File: src/rtl/i2s_rx_sampler_if.sv
// i2s_rx_sampler_if
// Bundles the I2S pins coming from the ADC together with the captured-sample
// outputs of the sampler.
//   i2s_bclk, i2s_lrck, i2s_sdata : I2S pins (asynchronous to clk)
//   audio_data[15:0]              : last captured sample of the selected channel
//   data_valid                    : one-clk strobe when audio_data was updated
//   locked                        : a full selected-channel sample was delivered
//                                   and no slot error has happened since
//   err_cnt[7:0]                  : saturating count of short slots
//   dbg_state[1:0]                : capture FSM state (0 idle, 1 shift, 2 hold)
// Modports:
//   master : the sampler (reads the pins, drives the sample outputs)
//   slave  : the ADC / consumer side
// Handshake: data_valid is a strobe with no ready. The consumer must accept
// audio_data in the single cycle data_valid is high; there is no back-pressure.
// audio_data is held unchanged between strobes.
interface i2s_rx_sampler_if;
  logic        i2s_bclk;
  logic        i2s_lrck;
  logic        i2s_sdata;
  logic [15:0] audio_data;
  logic        data_valid;
  logic        locked;
  logic [7:0]  err_cnt;
  logic [1:0]  dbg_state;

  modport master (
    input  i2s_bclk, i2s_lrck, i2s_sdata,
    output audio_data, data_valid, locked, err_cnt, dbg_state
  );

  modport slave (
    output i2s_bclk, i2s_lrck, i2s_sdata,
    input  audio_data, data_valid, locked, err_cnt, dbg_state
  );
endinterface

File: src/rtl/i2s_rx_sampler.sv
// i2s_rx_sampler
// Oversamples an I2S stream (BCLK/LRCK/SDATA) with the system clock and
// deserialises 16-bit samples of one channel. BCLK is only ever sampled, never
// used as a clock, so clk must run at least 8x the BCLK frequency.
// Parameters:
//   CHANNEL : 0 = deliver left (LRCK low), 1 = deliver right (LRCK high)
// Ports:
//   clk   : system clock
//   rst_n : asynchronous active-low reset
//   bus   : i2s_rx_sampler_if.master (pins in, sample/status out)
module i2s_rx_sampler #(
  parameter bit CHANNEL = 1'b0
) (
  input logic               clk,
  input logic               rst_n,
  i2s_rx_sampler_if.master  bus
);

  typedef enum logic [1:0] {
    IDLE  = 2'd0,
    SHIFT = 2'd1,
    HOLD  = 2'd2
  } state_t;

  // Pin synchronisers; bclk gets a third stage for edge detection.
  logic bclk_s1, bclk_s2, bclk_s3;
  logic lrck_s1, lrck_s2;
  logic sdata_s1, sdata_s2;

  state_t      state;
  logic [15:0] shreg;
  logic [4:0]  bit_cnt;
  logic        lrck_prev;
  logic        cur_ch;
  logic        word_done;
  logic [15:0] audio_data_q;
  logic        data_valid_q;
  logic        locked_q;
  logic [7:0]  err_cnt_q;

  logic bit_tick;
  logic ws_change;

  always_ff @(posedge clk or negedge rst_n) begin
    if (!rst_n) begin
      bclk_s1  <= 1'b0;
      bclk_s2  <= 1'b0;
      bclk_s3  <= 1'b0;
      lrck_s1  <= 1'b0;
      lrck_s2  <= 1'b0;
      sdata_s1 <= 1'b0;
      sdata_s2 <= 1'b0;
    end else begin
      bclk_s1  <= bus.i2s_bclk;
      bclk_s2  <= bclk_s1;
      bclk_s3  <= bclk_s2;
      lrck_s1  <= bus.i2s_lrck;
      lrck_s2  <= lrck_s1;
      sdata_s1 <= bus.i2s_sdata;
      sdata_s2 <= sdata_s1;
    end
  end

  // BCLK rising edge as seen after synchronisation.
  assign bit_tick  = bclk_s2 & ~bclk_s3;
  // The tick on which LRCK changed still carries the previous word's LSB
  // (I2S one-bit delay), so it only restarts a slot and is never shifted in.
  assign ws_change = bit_tick & (lrck_s2 != lrck_prev);

  always_ff @(posedge clk or negedge rst_n) begin
    if (!rst_n) begin
      state        <= IDLE;
      shreg        <= 16'h0000;
      bit_cnt      <= 5'd0;
      lrck_prev    <= 1'b0;
      cur_ch       <= 1'b0;
      word_done    <= 1'b0;
      audio_data_q <= 16'h0000;
      data_valid_q <= 1'b0;
      locked_q     <= 1'b0;
      err_cnt_q    <= 8'h00;
    end else begin
      data_valid_q <= 1'b0;

      // Output stage runs one clk after the 16th bit landed in shreg.
      if (word_done) begin
        audio_data_q <= shreg;
        data_valid_q <= 1'b1;
        locked_q     <= 1'b1;
        word_done    <= 1'b0;
      end

      if (bit_tick) begin
        lrck_prev <= lrck_s2;
        case (state)
          IDLE: begin
            if (ws_change) begin
              state   <= SHIFT;
              bit_cnt <= 5'd0;
              cur_ch  <= lrck_s2;
            end
          end
          SHIFT: begin
            if (ws_change) begin
              // Slot ended before 16 bits: drop it and start the new one.
              locked_q <= 1'b0;
              if (err_cnt_q != 8'hFF) begin
                err_cnt_q <= err_cnt_q + 8'd1;
              end
              bit_cnt <= 5'd0;
              cur_ch  <= lrck_s2;
            end else begin
              shreg   <= {shreg[14:0], sdata_s2};
              bit_cnt <= bit_cnt + 5'd1;
              if (bit_cnt == 5'd15) begin
                state <= HOLD;
                if (cur_ch == CHANNEL) begin
                  word_done <= 1'b1;
                end
              end
            end
          end
          HOLD: begin
            // Bits beyond the 16th belong to a wider slot and are ignored.
            if (ws_change) begin
              state   <= SHIFT;
              bit_cnt <= 5'd0;
              cur_ch  <= lrck_s2;
            end
          end
          default: begin
            state <= IDLE;
          end
        endcase
      end
    end
  end

  assign bus.audio_data = audio_data_q;
  assign bus.data_valid = data_valid_q;
  assign bus.locked     = locked_q;
  assign bus.err_cnt    = err_cnt_q;
  assign bus.dbg_state  = state;

endmodule
File: src/flat_wrapper.sv
// flat-port wrapper written by rule: the top's interface ports become plain ports
module i2s_rx_sampler_flat 
#(
  parameter bit CHANNEL = 1'b0
)
  (clk, rst_n, bus_i2s_bclk, bus_i2s_lrck, bus_i2s_sdata, bus_audio_data, bus_data_valid, bus_locked, bus_err_cnt, bus_dbg_state);
  i2s_rx_sampler_if bus_i ();
  input logic clk;
  input logic rst_n;
  input wire logic [$bits(bus_i.i2s_bclk)-1:0] bus_i2s_bclk;
  input wire logic [$bits(bus_i.i2s_lrck)-1:0] bus_i2s_lrck;
  input wire logic [$bits(bus_i.i2s_sdata)-1:0] bus_i2s_sdata;
  output wire logic [$bits(bus_i.audio_data)-1:0] bus_audio_data;
  output wire logic [$bits(bus_i.data_valid)-1:0] bus_data_valid;
  output wire logic [$bits(bus_i.locked)-1:0] bus_locked;
  output wire logic [$bits(bus_i.err_cnt)-1:0] bus_err_cnt;
  output wire logic [$bits(bus_i.dbg_state)-1:0] bus_dbg_state;
  assign bus_i.i2s_bclk = bus_i2s_bclk;
  assign bus_i.i2s_lrck = bus_i2s_lrck;
  assign bus_i.i2s_sdata = bus_i2s_sdata;
  assign bus_audio_data = bus_i.audio_data;
  assign bus_data_valid = bus_i.data_valid;
  assign bus_locked = bus_i.locked;
  assign bus_err_cnt = bus_i.err_cnt;
  assign bus_dbg_state = bus_i.dbg_state;
  i2s_rx_sampler #(.CHANNEL(CHANNEL)) u_core (.clk(clk), .rst_n(rst_n), .bus(bus_i));
endmodule
File: config.mk
export PLATFORM = sky130hd
export DESIGN_NAME = i2s_rx_sampler_flat
export DESIGN_NICKNAME = d
export VERILOG_FILES = /design/src/rtl/i2s_rx_sampler_if.sv /design/src/rtl/i2s_rx_sampler.sv /design/src/flat_wrapper.sv
export SDC_FILE = /design/constraint.sdc
export NUM_CORES = 1
export LEC_CHECK = 0
export ABC_AREA = 1
export CAP_MARGIN = 25
export CORE_MARGIN = 5
export CORE_UTILIZATION = 54
export DETAILED_ROUTE_END_ITERATION = 12
export HOLD_SLACK_MARGIN = 0.02
export PLACE_DENSITY = 0.8
export RECOVER_POWER = 25
export SLEW_MARGIN = 20
export SYNTH_ARGS = -nofsm -noshare
export SYNTH_HDL_FRONTEND = slang
export SYNTH_SLANG_ARGS = --single-unit
File: constraint.sdc
create_clock -name clk -period 1.6 [get_ports clk]
set_input_delay 0.32 -clock clk [delete_from_list [all_inputs] [get_ports clk]]
set_output_delay 0.32 -clock clk [all_outputs]
set_load 0.005 [all_outputs]
==> flow_summary.toml, run 1 <==
[pwr]
sw_frac_of_total_pct = 27.9
switchingPower_mw = 1.04
total_power_mw = 3.72
cellPowerDensity_mw_per_mm2 = 1210
p_int_mw = 2.68
combPwrFrac_pct = 16.3
seqPwrFrac_pct = 48.9
p_leak_nw = 1.56
p_clk_share_pct = 34.8
worst_ir_drop_vdd_mv = 0.909

[placed_design]
port-buffer-count = 32
preCtsSetupSlack_ns = 0.145
post_dp_cell_area_sq_mm = 0.00281
gp_congestion = 0.861
hpwl_mm = 2.89
placed_cells = 324

[sta]
worst_clock_skew_ns = 0.00807
drv_slew = 0
max_freq_mhz = 647
hold_violations = 0
fin_crit_sh_pct = 96.6
period_minus_slack_ns = 1.55
rsz0062_at_grt = "no"
worstMarginPinSlew_ns = 0.768
worst_slack_ns = 0.0544
slew_headroom_pct = 48.8
fin_hold_ws_ns = 0.348
finalSetupViolCount = 0
tns_ns = 0

[route]
firstDrtPassIters = 4
wirelength_mm = 4.74
antenna_left = 0
wl_per_cell_microns = 13.6
vias_per_cell = 5.11
vias = 1784
drc = 0
drt-initial-drc-count = 139

[synth]
synth_top_family_by_area = "simple AND/OR/NAND/NOR gates"
syn_area_per_cell_sq_um = 10.0
syn-num-nets = 250
syn_inst = 242
synthXorXnorAreaFrac_pct = 1.80
ys_seq_area_share_pct = 60.8
synthSimpleGateAreaFrac_pct = 22.7
ys_seq_elements = 59
synth-compound-area-share_pct = 2.73
ys_types = 26
synth_area_sq_mm = 0.00243
muxShareOfSynthArea_pct = 6.02
yosys_warnings = 0
synth_fa_ha_area_share_pct = 1.54

[worst_setup_path]
crit_path_start_kind = "flip-flop"
worst-path-buf-inv = 1
required_ns = 1.28
crit_type = "flip-flop to output port"
worst_setup_path_end_kind = "output port"
path_cells = "clkdlybuf4s50_1"
cp.depth = 1
cp_slowest_stage_delay_ns = 0.52
r2r_cells = 9
critPathTopFamily = "buffers and inverters"
crit_slowest_cell = "clkdlybuf4s50_1"
timing.rr.start = "u_core.bus.err_cnt[0]"
worst-path-max-fanout = 2
arrival_ns = 1.23
startpoint = "u_core.bus.err_cnt[5]"

[floorplanning]
die_y_microns = 77.1
dieArea_sq_mm = 0.00594
core_sq_mm = 0.00435
die_x_microns = 77.1
start_util_pct = 55.8
io-pin-count = 33
std_cell_rows = 24

[clock_tree]
clock-sinks = 59
cts_max_level = 3
clk_pin_slew_ns = 0.06
ctsLongestPathBuffers = 2
cts_tree = "built"
clkLatencyLatePin_ns = 0.33
cts_made_buffers = 9
cts-root-buf = "clkbuf_8"

[global_routing]
gr-total-overflow = 0
grt_max_degree = 60
grt_pass1_vias = 1740
grt_pass1_wl_mm = 8.18
grt.total_usage_pct = 17.4
antenna_found_initial = 0

[min_path]
hold-path-cell-count = 0
min_path_type = "flip-flop to flip-flop"
hold_start = "u_core.lrck_s1"

[final_layout]
fin_cells = 349
finalNetCount = 302
final_area_sq_mm = 0.00308
n_fill_cell = 315
drive_gt1_share_pct = 18.5
antenna_cells = 0
final_core_util_pct = 70.7
area_growth_pct = 26.6

[flow_run]
drv_cap = 0

[run_status]
outcome = "completed"
## path summary, 6_finish.rpt
path / end / slack, ns
worst min register to register: u_core.lrck_s2 / 0.35
worst min-delay path: u_core.lrck_s2 / 0.35
worst max register to register: u_core.bus.err_cnt[6] / 0.13
min in group asynchronous: u_core.shreg[6] / 0.71
worst max-delay path: bus_err_cnt[5] / 0.05
max in group asynchronous: u_core.bus.dbg_state[0] / 0.33
## logic make-up (layout without fill, tap and decap cells)
kind of cell               Yosys count  count (layout)
and+or+nand+nor                    125             126
DFF                                 59              59
buffers and inverters               24              78
AOI/OAI and AO/OA                   13              13
muxes                               13              13
xor gates and xnor gates             5               5
adders and majority gates            3               3
## power by group through the flow
stage	registers, mW	logic (mW)	clock network (mW)
after global routing	1.84	0.682	1.39
after CTS	1.82	0.612	1.32
after floorplan	1.82	0.346	0
final	1.82	0.605	1.29
after global placement	1.85	0.527	0
after detailed placement	1.85	0.545	0
## sequential cells by signal, indices dropped and copies added, names as in the netlist, 2 cells and up
signal,flops
u_core.bit_cnt,5
u_core.bus.audio_data,16
u_core.bus.dbg_state,2
u_core.bus.err_cnt,8
u_core.shreg,16
## cell usage after synthesis, drive strengths merged
cell    count  area share (%)
a21oi       3            0.62
buf         5             1.4
dfrtp      59              61
ha          3             1.5
inv        19             3.0
mux2       13             6.0
nand2      98              16
nand3       6             2.0
nand3b      3            0.93
nand4       3            0.77
nor2       14             3.1
nor3        1            0.41
o21ai       9             1.9
o22ai       1            0.26
xnor2       3             1.1
xor2        2            0.72
## what timing repair did
action | CTS | global route
endpoints found under the setup margin | 9 | 10
hold buffers | 1 | 0
gates cloned | 0 | 1
buffers inserted | 9 | 0
gates resized for setup | 3 | 4
pin swaps | 0 | 1
hold endpoints to repair | 59 | 0
## layout make-up
type                       instances  area (sq um)  area share [%]
clock inverter                     2          37.5            1.22
multi-input combinational        160           857            27.9
timing repair buffer              45           419            13.6
clock buffer                      12           145            4.72
inverter                          19          73.8            2.40
tap                               52          65.1            2.11
sequential                        59          1480            48.1
## layer usage
layer	global-route usage (%)	wire, microns	vias up	share of wire (%)
li1	-	-	868	-
met1	22.9	2160	861	46
met2	25.9	2270	47	48
met3	4.80	224	8	4.7
met4	9.45	80	0	1.7
met5	0	0	-	0
## cells in the final DEF, fill, tap and decap left out, types with 4 or more instances in the layout
| cell type | instances |
|---|---|
| dlygate4sd3_1 | 4 |
| inv_1 | 15 |
| nand2_1 | 95 |
| clkdlybuf4s50_1 | 25 |
| dfrtp_1 | 57 |
| nand3_1 | 4 |
| mux2_2 | 13 |
| buf_4 | 11 |
| clkbuf_8 | 10 |
| nor2_1 | 10 |
| o21ai_1 | 6 |
Power figures use the tool's default switching activity.
==> inputs of run 2 (changes only) <==
- SLEW_MARGIN: 20 -> default
==> results of run 2 <==
Final layout, timing and power as in run 1 (identical DEF).
==> inputs of run 3 (changes only) <==
- CORE_UTILIZATION: 54 -> 62
- DONT_BUFFER_PORTS: default -> 1
- PLACE_DENSITY: 0.8 -> 0.79
==> run 3 against run 2 <==
The flow now finishes with violations (negative hold slack). Critical path depth is 7 higher. Sequential power about the same. Clock power barely moved. Count of clock-buffer cells in the layout rose by 1. Sequential share of layout area rose by 6.2 points. Clock skew is 0.0018 ns lower. Non-clock buffer count decreased by 37. Register-to-register slack better by 0.05 ns. Fmax increased by 9.0%. Largest cell class unchanged.
==> flow_summary.toml, run 3 (synthesis results as in run 1) <==
[run_status]
outcome = "complete, but fails checks"
violations = "negative hold slack"

[floorplanning]
start_util_pct = 65.4
die_x_microns = 72.6
dieArea_sq_mm = 0.00527
std_cell_rows = 22
die_y_microns = 72.6
core_sq_mm = 0.00372
io-pin-count = 33

[placed_design]
post_dp_cell_area_sq_mm = 0.00249
placed_cells = 290
preCtsSetupSlack_ns = 0.145
hpwl_mm = 2.70
gp_congestion = 0.814
port-buffer-count = 0

[route]
drt-initial-drc-count = 153
wl_per_cell_microns = 13.2
vias = 1559
antenna_left = 0
firstDrtPassIters = 4
vias_per_cell = 5.06
wirelength_mm = 4.06
drc = 0

[global_routing]
antenna_found_initial = 0
grt.total_usage_pct = 18.0
gr-total-overflow = 0
grt_pass1_wl_mm = 7.23
grt_pass1_vias = 1652
grt_max_degree = 60

[clock_tree]
cts_tree = "built"
clkLatencyLatePin_ns = 0.32
cts_max_level = 3
cts_made_buffers = 9
cts_hold_buf = 3
clock-sinks = 59
cts-root-buf = "clkbuf_8"
ctsLongestPathBuffers = 2
clk_pin_slew_ns = 0.06
cts_setup_buffers = 0

[sta]
worst_slack_ns = 0.182
rsz0062_at_grt = "no"
fin_crit_sh_pct = 88.6
worst_clock_skew_ns = 0.00626
fin_hold_ws_ns = -0.316
drv_slew = 0
finalSetupViolCount = 0
tns_ns = 0
hold_violations = 59
max_freq_mhz = 705
period_minus_slack_ns = 1.42
worstMarginPinSlew_ns = 0.248
slew_headroom_pct = 83.4

[final_layout]
area_growth_pct = 11.9
final_area_sq_mm = 0.00272
fin_cells = 308
finalNetCount = 264
antenna_cells = 0
layout_common_cells = "nand2_1 (96), dfrtp_1 (59), inv_1 (15)"
drive_gt1_share_pct = 16.9
layout_commonest_cell = "nand2_1"

[worst_setup_path]
worst_setup_path_end_kind = "flip-flop"
required_ns = 1.82
arrival_ns = 1.64
crit_path_start_kind = "flip-flop"
crit_type = "flip-flop to flip-flop"
worst-path-max-fanout = 10

[pwr]
worst_ir_drop_vdd_mv = 0.819
p_leak_nw = 1.40
cellPowerDensity_mw_per_mm2 = 1320

[min_path]
min_path_type = "input pin to asynchronous set/reset pin"

[flow_run]
drv_cap = 0
-- run 3: cell count changes in the layout (fill, tap and decap cells not counted) --
cell | before | now
dlygate4sd3_1 | 4 | 3
dfrtp_2 | 2 | 0
clkbuf_8 | 10 | 11
clkinvlp_4 | 1 | 0
buf_4 | 11 | 5
clkdlybuf4s50_1 | 25 | 0
dlymetal6s2s_1 | 2 | 0
buf_2 | 1 | 0
dlygate4sd2_1 | 1 | 0
nand2_1 | 95 | 96
clkinv_2 | 0 | 1
nand2_2 | 3 | 1
dfrtp_1 | 57 | 59
clkbuf_4 | 1 | 0
-- run 3: per-layer routing --
layer / part of all wire [%] / global-route usage, % / wire, microns / vias to the layer above
met4: 1.6 / 7.99 / 65 / 0
li1: - / - / - / 786
met3: 5.6 / 6.61 / 227 / 8
met2: 47 / 27.5 / 1900 / 34
met1: 46 / 23.2 / 1870 / 731
met5: 0 / 0 / 0 / -
-- run 3: area by class of cell --
cell class,instances,area (sq um)
clock buffer,13,159
tap,48,60.1
fill,279,996
multi-input combinational,159,848
inverter,19,73.8
timing repair buffer,8,67.6
sequential,59,1480
clock inverter,2,35.0
-- run 3: worst paths after layout --
path                                       start                   endpoint  slack (ns)  depth (start not counted)
setup / recovery           u_core.bus.err_cnt[1]      u_core.bus.err_cnt[7]        0.18                          8
min in group clk                 u_core.sdata_s1            u_core.sdata_s2        0.35                          0
max in group asynchronous                  rst_n  u_core.bus.audio_data[14]        1.83                          0
setup reg to reg           u_core.bus.err_cnt[1]      u_core.bus.err_cnt[7]        0.18                          8
hold reg to reg                  u_core.sdata_s1            u_core.sdata_s2        0.35                          0
hold / removal                             rst_n    u_core.bus.dbg_state[1]       -0.32                          0
-- run 3: where the power goes --
part,switching [mW],total (mW),internal (mW)
Clock,0.523,1.32,0.794
Combinational,0.278,0.471,0.193
Sequential,0.152,1.81,1.66
-- run 3: timing repair --
| item | in CTS | in global routing |
|---|---|---|
| setup endpoints to repair | 0 | 5 |
| gates resized for setup | 0 | 1 |
| hold endpoints to repair | 62 | 59 |
-- run 3: worst max-delay path: stages (launching register included) --
cell	delay, ns
dfrtp_1	0.40
ha_1	0.20
nand3_1	0.13
nor2_2	0.14
nand2_1	0.12
nand2_4	0.15
inv_4	0.06
nand2_1	0.06
nand2_1	0.04
-- run 3: per-stage QoR --
| stage | hold slack, ns | total power [mW] | utilization (%) |
|---|---|---|---|
| 2_1_floorplan | 0.0244 | 2.16 | - |
| 3_5_place_dp | 0.0262 | 2.30 | 67.1 |
| 4_1_cts | -0.333 | 3.64 | 73.1 |
| 3_3_place_gp | 0.0264 | 2.28 | 67.1 |
| 6_report | -0.316 | 3.60 | 73.2 |
| 5_1_grt | -0.343 | 3.82 | 73.2 |
